[src/rtl/imm_encoder_pkg.sv]
// Shared definitions for the immediate-format instruction encoder: opcodes, field positions, FSM states.
// Optional feature macro: IMM_ENCODER_EXPAND_EN (out-of-range op-1000 requests become an upper+imm pair).
package imm_pkg;

  localparam logic [3:0] OP_UPPER  = 4'b0101;
  localparam logic [3:0] OP_BRANCH = 4'b0110;
  localparam logic [3:0] OP_IMM0   = 4'b1000;
  localparam logic [3:0] OP_IMM1   = 4'b1001;
  localparam logic [3:0] OP_IMM2   = 4'b1010;
  localparam logic [3:0] OP_IMM3   = 4'b1011;

  localparam int IMM_MSB = 15;
  localparam int IMM_LSB = 8;
  localparam int RD_MSB  = 7;
  localparam int RD_LSB  = 4;
  localparam int OP_MSB  = 3;
  localparam int OP_LSB  = 0;

`ifdef IMM_ENCODER_EXPAND_EN
  localparam bit EXPAND_EN = 1'b1;
`else
  localparam bit EXPAND_EN = 1'b0;
`endif

  typedef enum logic [1:0] {
    ST_IDLE  = 2'd0,
    ST_EMIT1 = 2'd1,
    ST_EMIT2 = 2'd2,
    ST_ERR   = 2'd3
  } state_t;

  function automatic logic [15:0] pack_inst(input logic [7:0] imm8,
                                            input logic [3:0] rd,
                                            input logic [3:0] op);
    logic [15:0] w_word;
    w_word                 = '0;
    w_word[IMM_MSB:IMM_LSB] = imm8;
    w_word[RD_MSB:RD_LSB]   = rd;
    w_word[OP_MSB:OP_LSB]   = op;
    return w_word;
  endfunction

endpackage

[src/rtl/imm_encoder_if.sv]
// Request and instruction-stream handshake bundle for imm_encoder.
// slave = encoder side, master = requester/consumer side.
interface imm_encoder_if;
  logic        req_valid;
  logic        req_ready;
  logic [3:0]  req_op;
  logic [3:0]  req_rd;
  logic [15:0] req_value;
  logic        inst_valid;
  logic        inst_ready;
  logic [15:0] inst;
  logic        err;

  modport slave (
    input  req_valid, req_op, req_rd, req_value, inst_ready,
    output req_ready, inst_valid, inst, err
  );

  modport master (
    output req_valid, req_op, req_rd, req_value, inst_ready,
    input  req_ready, inst_valid, inst, err
  );
endinterface

[src/rtl/imm_encoder_range_check.sv]
// Combinational immediate classifier: decides whether a value fits the opcode's
// 8-bit immediate rule and produces the field contents for the direct and expanded forms.
module imm_range_check
  import imm_pkg::*;
(
  input  logic [3:0]  i_op,
  input  logic [15:0] i_value,
  output logic        o_fits,
  output logic        o_needs_expand,
  output logic [7:0]  o_imm8,
  output logic [7:0]  o_hi8
);

  logic w_imm_sx;
  logic w_br_sx;

  assign w_imm_sx = (&i_value[15:7]) | ~(|i_value[15:7]);
  assign w_br_sx  = (&i_value[15:8]) | ~(|i_value[15:8]);

  always_comb begin
    o_fits = 1'b0;
    o_imm8 = i_value[7:0];
    unique case (i_op)
      OP_IMM0, OP_IMM1, OP_IMM2, OP_IMM3: o_fits = w_imm_sx;
      OP_UPPER: begin
        o_fits = (i_value[7:0] == 8'h00);
        o_imm8 = i_value[15:8];
      end
      OP_BRANCH: begin
        o_fits = w_br_sx & ~i_value[0];
        o_imm8 = i_value[8:1];
      end
      default: o_fits = 1'b0;
    endcase
  end

  // Upper half is rounded up when the low byte will sign-extend negative.
  assign o_needs_expand = (i_op == OP_IMM0) && !w_imm_sx;
  assign o_hi8          = i_value[15:8] + {7'd0, i_value[7]};

endmodule

[src/rtl/imm_encoder.sv]
// Immediate-format instruction encoder: accepts one request, emits one word (or an
// upper+imm pair when IMM_ENCODER_EXPAND_EN is defined) or a one-cycle err pulse.
module imm_encoder
  import imm_pkg::*;
(
  input  logic         clock,
  input  logic         reset,
  imm_encoder_if.slave bus
);

  state_t      r_state;
  state_t      w_state_next;
  logic [15:0] r_inst;
  logic        w_req_ready;
  logic        w_inst_valid;
  logic        w_err;
  logic        w_fits;
  logic        w_needs_expand;
  logic [7:0]  w_imm8;
  logic [7:0]  w_hi8;
  logic        w_go_expand;
  logic        w_encodable;
  logic        w_accept;
  logic        w_take_first;

  imm_range_check u_range_check (
    .i_op           (bus.req_op),
    .i_value        (bus.req_value),
    .o_fits         (w_fits),
    .o_needs_expand (w_needs_expand),
    .o_imm8         (w_imm8),
    .o_hi8          (w_hi8)
  );

  assign w_go_expand  = EXPAND_EN && w_needs_expand;
  assign w_encodable  = w_fits || w_go_expand;
  assign w_accept     = w_req_ready && bus.req_valid;
  assign w_take_first = (r_state == ST_EMIT1) && bus.inst_ready;

`ifdef IMM_ENCODER_EXPAND_EN
  logic [15:0] r_pend;
  logic        r_has_pend;

  always_ff @(posedge clock) begin
    if (!reset) begin
      r_pend     <= '0;
      r_has_pend <= 1'b0;
    end else if (w_accept && w_encodable) begin
      r_pend     <= pack_inst(bus.req_value[7:0], bus.req_rd, OP_IMM0);
      r_has_pend <= w_go_expand;
    end else if (w_take_first) begin
      r_has_pend <= 1'b0;
    end
  end
`endif

  always_ff @(posedge clock) begin
    if (!reset) r_state <= ST_IDLE;
    else        r_state <= w_state_next;
  end

  always_comb begin
    w_state_next = r_state;
    unique case (r_state)
      ST_IDLE: begin
        if (bus.req_valid) w_state_next = w_encodable ? ST_EMIT1 : ST_ERR;
      end
      ST_EMIT1: begin
        if (bus.inst_ready) begin
`ifdef IMM_ENCODER_EXPAND_EN
          w_state_next = r_has_pend ? ST_EMIT2 : ST_IDLE;
`else
          w_state_next = ST_IDLE;
`endif
        end
      end
      ST_EMIT2: if (bus.inst_ready) w_state_next = ST_IDLE;
      ST_ERR:   w_state_next = ST_IDLE;
      default:  w_state_next = ST_IDLE;
    endcase
  end

  // req_ready is also held low while reset is asserted.
  always_comb begin
    w_req_ready  = 1'b0;
    w_inst_valid = 1'b0;
    w_err        = 1'b0;
    unique case (r_state)
      ST_IDLE:  w_req_ready  = reset;
      ST_EMIT1: w_inst_valid = 1'b1;
      ST_EMIT2: w_inst_valid = 1'b1;
      ST_ERR:   w_err        = 1'b1;
      default:  w_req_ready  = 1'b0;
    endcase
  end

  always_ff @(posedge clock) begin
    if (!reset) begin
      r_inst <= '0;
    end else if (w_accept && w_encodable) begin
      r_inst <= w_go_expand ? pack_inst(w_hi8, bus.req_rd, OP_UPPER)
                            : pack_inst(w_imm8, bus.req_rd, bus.req_op);
`ifdef IMM_ENCODER_EXPAND_EN
    end else if (w_take_first && r_has_pend) begin
      r_inst <= r_pend;
`endif
    end
  end

  assign bus.req_ready  = w_req_ready;
  assign bus.inst_valid = w_inst_valid;
  assign bus.inst       = r_inst;
  assign bus.err        = w_err;

endmodule

[src/flat_wrapper.sv]
// flat-port wrapper written by rule: the top's interface ports become plain ports
module imm_encoder_flat import imm_pkg::*;
  (clock, reset, bus_req_valid, bus_req_op, bus_req_rd, bus_req_value, bus_inst_ready, bus_req_ready, bus_inst_valid, bus_inst, bus_err);
  imm_encoder_if bus_i ();
  input  logic clock;
  input  logic reset;
  input wire logic [$bits(bus_i.req_valid)-1:0] bus_req_valid;
  input wire logic [$bits(bus_i.req_op)-1:0] bus_req_op;
  input wire logic [$bits(bus_i.req_rd)-1:0] bus_req_rd;
  input wire logic [$bits(bus_i.req_value)-1:0] bus_req_value;
  input wire logic [$bits(bus_i.inst_ready)-1:0] bus_inst_ready;
  output wire logic [$bits(bus_i.req_ready)-1:0] bus_req_ready;
  output wire logic [$bits(bus_i.inst_valid)-1:0] bus_inst_valid;
  output wire logic [$bits(bus_i.inst)-1:0] bus_inst;
  output wire logic [$bits(bus_i.err)-1:0] bus_err;
  assign bus_i.req_valid = bus_req_valid;
  assign bus_i.req_op = bus_req_op;
  assign bus_i.req_rd = bus_req_rd;
  assign bus_i.req_value = bus_req_value;
  assign bus_i.inst_ready = bus_inst_ready;
  assign bus_req_ready = bus_i.req_ready;
  assign bus_inst_valid = bus_i.inst_valid;
  assign bus_inst = bus_i.inst;
  assign bus_err = bus_i.err;
  imm_encoder u_core (.clock(clock), .reset(reset), .bus(bus_i));
endmodule
[config.mk]
export PLATFORM = sky130hd
export DESIGN_NAME = imm_encoder_flat
export DESIGN_NICKNAME = d
export VERILOG_FILES = /design/src/rtl/imm_encoder_pkg.sv /design/src/rtl/imm_encoder_if.sv /design/src/rtl/imm_encoder_range_check.sv /design/src/rtl/imm_encoder.sv /design/src/flat_wrapper.sv
export SDC_FILE = /design/constraint.sdc
export NUM_CORES = 1
export LEC_CHECK = 0
export ABC_AREA = 1
export ABC_CLOCK_PERIOD_IN_PS = 1800
export CAP_MARGIN = 40
export CORE_AREA = 2 2 63 65
export CTS_BUF_LIST = sky130_fd_sc_hd__clkbuf_2 sky130_fd_sc_hd__clkbuf_4 sky130_fd_sc_hd__clkbuf_8
export DETAILED_ROUTE_END_ITERATION = 6
export DIE_AREA = 0 0 65 67
export PLACE_DENSITY = 0.79
export SYNTH_ARGS = -nofsm -noshare
export SYNTH_HDL_FRONTEND = slang
export SYNTH_SLANG_ARGS = --single-unit
[constraint.sdc]
create_clock -name clock -period 1.8 [get_ports clock]
set_input_delay 0.27 -clock clock [delete_from_list [all_inputs] [get_ports clock]]
set_output_delay 0.27 -clock clock [all_outputs]
set_load 0.05 [all_outputs]
==> out/results.tsv, run 1 <==
metric	value	unit
ant_nets	0	
grt_max_degree	33	
post_cts_buffers	0	
post-synth-top-count-cell	nand2_1	
crit_buf_inv	1	
relSlewSlack	66.9	%
crit_family	buffers and inverters	
synth_area_leader_cell	dfxtp_1	
gp_congestion	0.900	
antenna_found_initial	0	
track_usage	15.2	%
drt_iter0_drc	79	
rsz0062_at_grt	no	
synth_edf_count	0	
crit_slowest_cell	clkdlybuf4s50_1	
core_area	3610	µm²
clockRootBuffer	clkbuf_8	
yosysSeqAreaShare	24.9	%
n_antenna_cell	0	
r2r-start	u_core.r_state[0]	
worstHoldStart	u_core.bus.inst[11]	
worst-path-max-fanout	2	
end_kind	output pin	
crit_type	flip-flop to output pin	
synth_nets	236	
fin_crit	1.68	ns
gr-usage-met3	2.20	%
hold_viol	0	
worst_ep_arrival_time	1.41	ns
io_buffers	46	
viasPerCell	4.69	
cts-htree-levels	1	
yosys.area.top_type_share	24.9	%
clock_skew	0.00749	ns
fin_crit_sh	93.2	%
crit_required	1.53	ns
rows	22	
ys_ff_latch	18	
clk_pin_slew	0.07	ns
cp-start-kind	flip-flop	
rrSetupSlack	0.34	ns
grt_pass1_vias	1286	
drive_gt1_share	26.7	%
top_usage_layer	met2	
die-width	65	µm
p_leak	0.879	nW
ctsHoldBuffers	0	
rr_endpoint	u_core.r_state[1]	
worst_slew_pin_slew	0.495	ns
yosysWarnings	0	
grt_pass1_wl	5310	µm
power_density	648	nW/µm²
cp_slowest_stage_delay	0.81	ns
first_pass_iters	4	
met2_usage	28.5	%
clock-sinks	18	
ir_drop	374	µV
r2r_cells	7	
dp_hpwl	2560	µm
ys_types	28	
slew_viol_final	0	
synth_common_cells	nand2_1, nor2_1, inv_1, dfxtp_1, a21oi_2	
max_freq	596	MHz
cts_tree	built	
fillers	350	
initial_core_util	40.1	%
synthFlopType	dfxtp_1	
clkLatencyLatePin	0.25	ns
cts_resized	0	
syn_inst	205	
synth_area	1450	µm²
die_h	67	µm
async_reset_ff_share	0	%
cap_violations	0	
crit_chain	clkdlybuf4s50_1	
boundaryPins	47	
use_met1	18.2	%
drt_drc_violations_left	0	
whs_path_depth	2	
setup_violations	0	
area_growth	39.0	%
dp.cells	300	
stdcell_count	303	
outcome	finished, final reports clean	
hp-class	flip-flop to flip-flop	
hold_end	u_core.bus.inst[11]	
fin_setup_tns	0	ns
nets	288	
dieArea	4360	µm²
avgRoutedWirePerCell	9.96	µm
cts.path.max_buffers	2	
synthTopCellsByArea	dfxtp_1, nand2_1, a21oi_2	
avgSynthCellArea	7.06	µm²
cts_buffers	3	
drt_wl_total	3020	µm
num_vias	1422	
overflow	0	
[report_power, final]
group          internal, mW  total (mW)  switching (mW)
Sequential            0.417       0.430          0.0135
Clock                 0.148       0.275           0.127
Combinational         0.255       0.597           0.342
Total                 0.821        1.30           0.482
[cell type report]
type / instances / area (µm²) / share of cell area [%]
Inverter: 28 / 110 / 5.48
Tap cell: 48 / 60.1 / 2.99
Timing Repair Buffer: 54 / 556 / 27.6
Clock buffer: 3 / 41.3 / 2.05
Sequential cell: 18 / 360 / 17.9
Multi-Input combinational cell: 152 / 883 / 43.9
[cells by family (layout without fill, tap and decap cells)]
| kind of cell | count (synthesis) | count (layout) | synth area share [%] |
|---|---|---|---|
| AO/OA/AOI/OAI | 29 | 29 | 15.7 |
| AND/OR/NAND/NOR | 120 | 120 | 42.4 |
| flip-flops | 18 | 18 | 24.9 |
| adder cells (fa/ha/maj) | 3 | 3 | 2.60 |
| buffers and inverters | 35 | 85 | 14.4 |
[worst max-delay path by stage]
stage,from,endpoint,slack (ns),cells after the start
CTS,u_core.bus.inst[0],bus_inst[0],0.12,1
global route,bus_req_value[15],u_core.bus.inst[2],0.07,12
finish,u_core.bus.inst[0],bus_inst[0],0.12,1
floorplan,u_core.r_state[0],u_core.r_state[1],0.21,7
detailed placement,bus_req_value[13],u_core.bus.inst[0],-0.04,10
global placement,bus_req_value[13],u_core.bus.inst[2],-0.01,10
[per-stage QoR]
stage / worst slack [ns] / hold slack, ns / util (%) / power, mW / area [µm²]
3_5_place_dp: -0.0446 / 0.480 / 54.6 / 1.04 / 1970
2_1_floorplan: 0.211 / 0.459 / - / 0.817 / 1450
4_1_cts: 0.117 / 0.496 / 55.8 / 1.31 / 2010
6_report: 0.123 / 0.490 / 55.8 / 1.30 / 2010
3_3_place_gp: -0.0106 / 0.469 / 54.6 / 1.04 / 1970
5_1_grt: 0.0668 / 0.518 / 55.8 / 1.39 / 2010
[sequential cells by signal (all words and copies together), names as in the netlist]
name / count
u_core.bus.inst: 16
u_core.r_state: 2
[layer usage]
metal | vias to the layer above | share of wire, %
met2 | 38 | 49
met5 | - | 0
met4 | 0 | 0.89
li1 | 745 | -
met3 | 4 | 4.6
met1 | 635 | 45
[cells in the final DEF, fill, tap and decap left out, drive strengths merged, types with 2 or more instances in the layout]
cell type | synthesis | routed
clkdlybuf4s50 | 0 | 40
o2bb2ai | 2 | 2
a21oi | 18 | 18
buf | 6 | 14
ha | 3 | 3
nand3 | 22 | 22
o22ai | 3 | 3
nand2 | 46 | 46
nor2 | 48 | 48
dfxtp | 18 | 18
o21ai | 6 | 6
inv | 28 | 28
clkbuf | 1 | 3
nor3 | 2 | 2
Note: power is estimated with default switching activity, not from simulation.
==> run 2: changes to the inputs <==
--- a/config.mk
+++ b/config.mk
@@ -8,10 +8,10 @@
 export ABC_AREA = 1
 export ABC_CLOCK_PERIOD_IN_PS = 1800
 export CAP_MARGIN = 40
-export CORE_AREA = 2 2 63 65
+export CORE_AREA = 2 2 58 71
 export CTS_BUF_LIST = sky130_fd_sc_hd__clkbuf_2 sky130_fd_sc_hd__clkbuf_4 sky130_fd_sc_hd__clkbuf_8
 export DETAILED_ROUTE_END_ITERATION = 6
-export DIE_AREA = 0 0 65 67
+export DIE_AREA = 0 0 60 73
 export PLACE_DENSITY = 0.79
 export SYNTH_ARGS = -nofsm -noshare
 export SYNTH_HDL_FRONTEND = slang
==> run 2 against run 1 <==
Effect of this change:
- first-iteration DRC count is 46% lower
- critical path depth stayed put
- sequential power about the same
- via count fell by 2.3%
- flip-flop and latch count unchanged
- power shrank 0.33%
- setup slack worse by 0.0068 ns
- cell count is 2.6% higher
- register-to-register slack hardly changed
- clock power shrank 1%
- combinational power is essentially flat
- cell area grew 1.0%
- highest routed layer unchanged
==> out/results.tsv, run 2 (same netlist as run 1, synthesis figures left out) <==
metric	value	unit
drive_gt1_share	27.6	%
relSlewSlack	66.7	%
setup_violations	0	
cp_slowest_stage_delay	0.81	ns
mostFrequentLayoutCells	nand2_1, clkdlybuf4s50_1, nor2_1	
dieArea	4380	µm²
grt_max_degree	33	
n_antenna_cell	0	
die-width	60	µm
grt_pass1_wl	5290	µm
cts_buffers	3	
track_usage	15.3	%
clkLatencyLatePin	0.24	ns
cap_violations	0	
rr_endpoint	u_core.r_state[1]	
crit_buf_inv	1	
hold_viol	0	
area_growth	40.4	%
rows	25	
hp-class	flip-flop to flip-flop	
fin_crit_sh	93.5	%
path_depth	1	
cp-start-kind	flip-flop	
end_kind	output pin	
drt_iter0_drc	43	
rrSetupSlack	0.34	ns
worst_slew_pin_slew	0.498	ns
gp_congestion	0.897	
crit_family	buffers and inverters	
post_cts_buffers	0	
crit_required	1.53	ns
endpoint	bus_inst[9]	
crit_type	flip-flop to output pin	
avgRoutedWirePerCell	9.99	µm
outcome	finished, final reports clean	
r2r_cells	7	
num_vias	1390	
crit_chain	clkdlybuf4s50_1	
viasPerCell	4.47	
final_common_cell	nand2_1	
cts_resized	0	
fillers	377	
grt_pass1_vias	1262	
core_area	3780	µm²
fin_total_pwr	1.30	mW
cts.path.max_buffers	2	
r2r-start	u_core.r_state[0]	
clock_skew	0.00177	ns
antenna_found_initial	0	
drt_wl_total	3110	µm
clock-sinks	18	
cts-htree-levels	1	
overflow	0	
first_pass_iters	4	
clk_pin_slew	0.06	ns
cts_tree	built	
rsz0062_at_grt	no	
p_leak	0.892	nW
nets	290	
largest_register_ffs	16	
worst_ep_arrival_time	1.41	ns
io_buffers	46	
crit_slowest_cell	clkdlybuf4s50_1	
worst-path-max-fanout	2	
clockRootBuffer	clkbuf_8	
boundaryPins	47	
max_freq	594	MHz
fin_crit	1.68	ns
slew_viol_final	0	
initial_core_util	38.2	%
ctsHoldBuffers	0	
drt_drc_violations_left	0	
ant_nets	0	
ir_drop	285	µV
die_h	73	µm
preCtsSetupSlack	-0.0456	ns
dp_hpwl	2490	µm
power_density	639	nW/µm²
utilization	53.7	%
setup_ws	0.116	ns
cp-startpoint	u_core.bus.inst[9]	
-- run 2: where the power goes --
group	switching, mW	leakage, nW	total [mW]	internal (mW)
clock	0.123	0.0216	0.271	0.148
combinational	0.341	0.725	0.597	0.256
sequential	0.0129	0.145	0.430	0.417
total	0.477	0.892	1.30	0.821
-- run 2: cell type report --
cell class	count	area [µm²]	area share, %
multi-input combinational	152	883	43.5
timing repair buffer	56	568	28.0
sequential	18	360	17.7
inverter	28	110	5.42
tap	54	67.6	3.33
clock buffer	3	41.3	2.03
-- run 2: worst min-delay path by stage --
stage	start	end	slack, ns	depth (start not counted)
2_1_floorplan	u_core.r_state[1]	u_core.r_state[1]	0.46	2
3_3_place_gp	u_core.bus.inst[12]	u_core.bus.inst[12]	0.47	2
3_5_place_dp	u_core.bus.inst[10]	u_core.bus.inst[10]	0.48	2
4_1_cts	u_core.bus.inst[10]	u_core.bus.inst[10]	0.49	2
5_1_grt	u_core.bus.inst[0]	u_core.bus.inst[0]	0.52	2
6_report	u_core.bus.inst[10]	u_core.bus.inst[10]	0.49	2
-- run 2: routing by layer --
layer	vias up	routed length [µm]	track usage, %
li1	751	-	-
met1	601	1370	18.3
met2	36	1570	28.1
met3	2	132	1.60
met4	0	36	4.44
met5	-	0	0
-- run 2: per-stage QoR --
step | area [µm²] | setup TNS, ns | cells | hold slack, ns
floorplan | 1450 | 0 | 205 | 0.459
global placement | 1990 | -0.104 | 308 | 0.470
detailed placement | 1990 | -0.180 | 308 | 0.479
CTS | 2030 | 0 | 311 | 0.494
global route | 2030 | 0 | 311 | 0.517
finish | 2030 | 0 | 311 | 0.487
==> run 3: changes to the inputs <==
--- a/config.mk
+++ b/config.mk
@@ -7,7 +7,6 @@
 export LEC_CHECK = 0
 export ABC_AREA = 1
 export ABC_CLOCK_PERIOD_IN_PS = 1800
-export CAP_MARGIN = 40
 export CORE_AREA = 2 2 58 71
 export CTS_BUF_LIST = sky130_fd_sc_hd__clkbuf_2 sky130_fd_sc_hd__clkbuf_4 sky130_fd_sc_hd__clkbuf_8
 export DETAILED_ROUTE_END_ITERATION = 6
==> results of run 3 <==
Same layout as run 2: the final DEF is identical, and so are final timing and power.
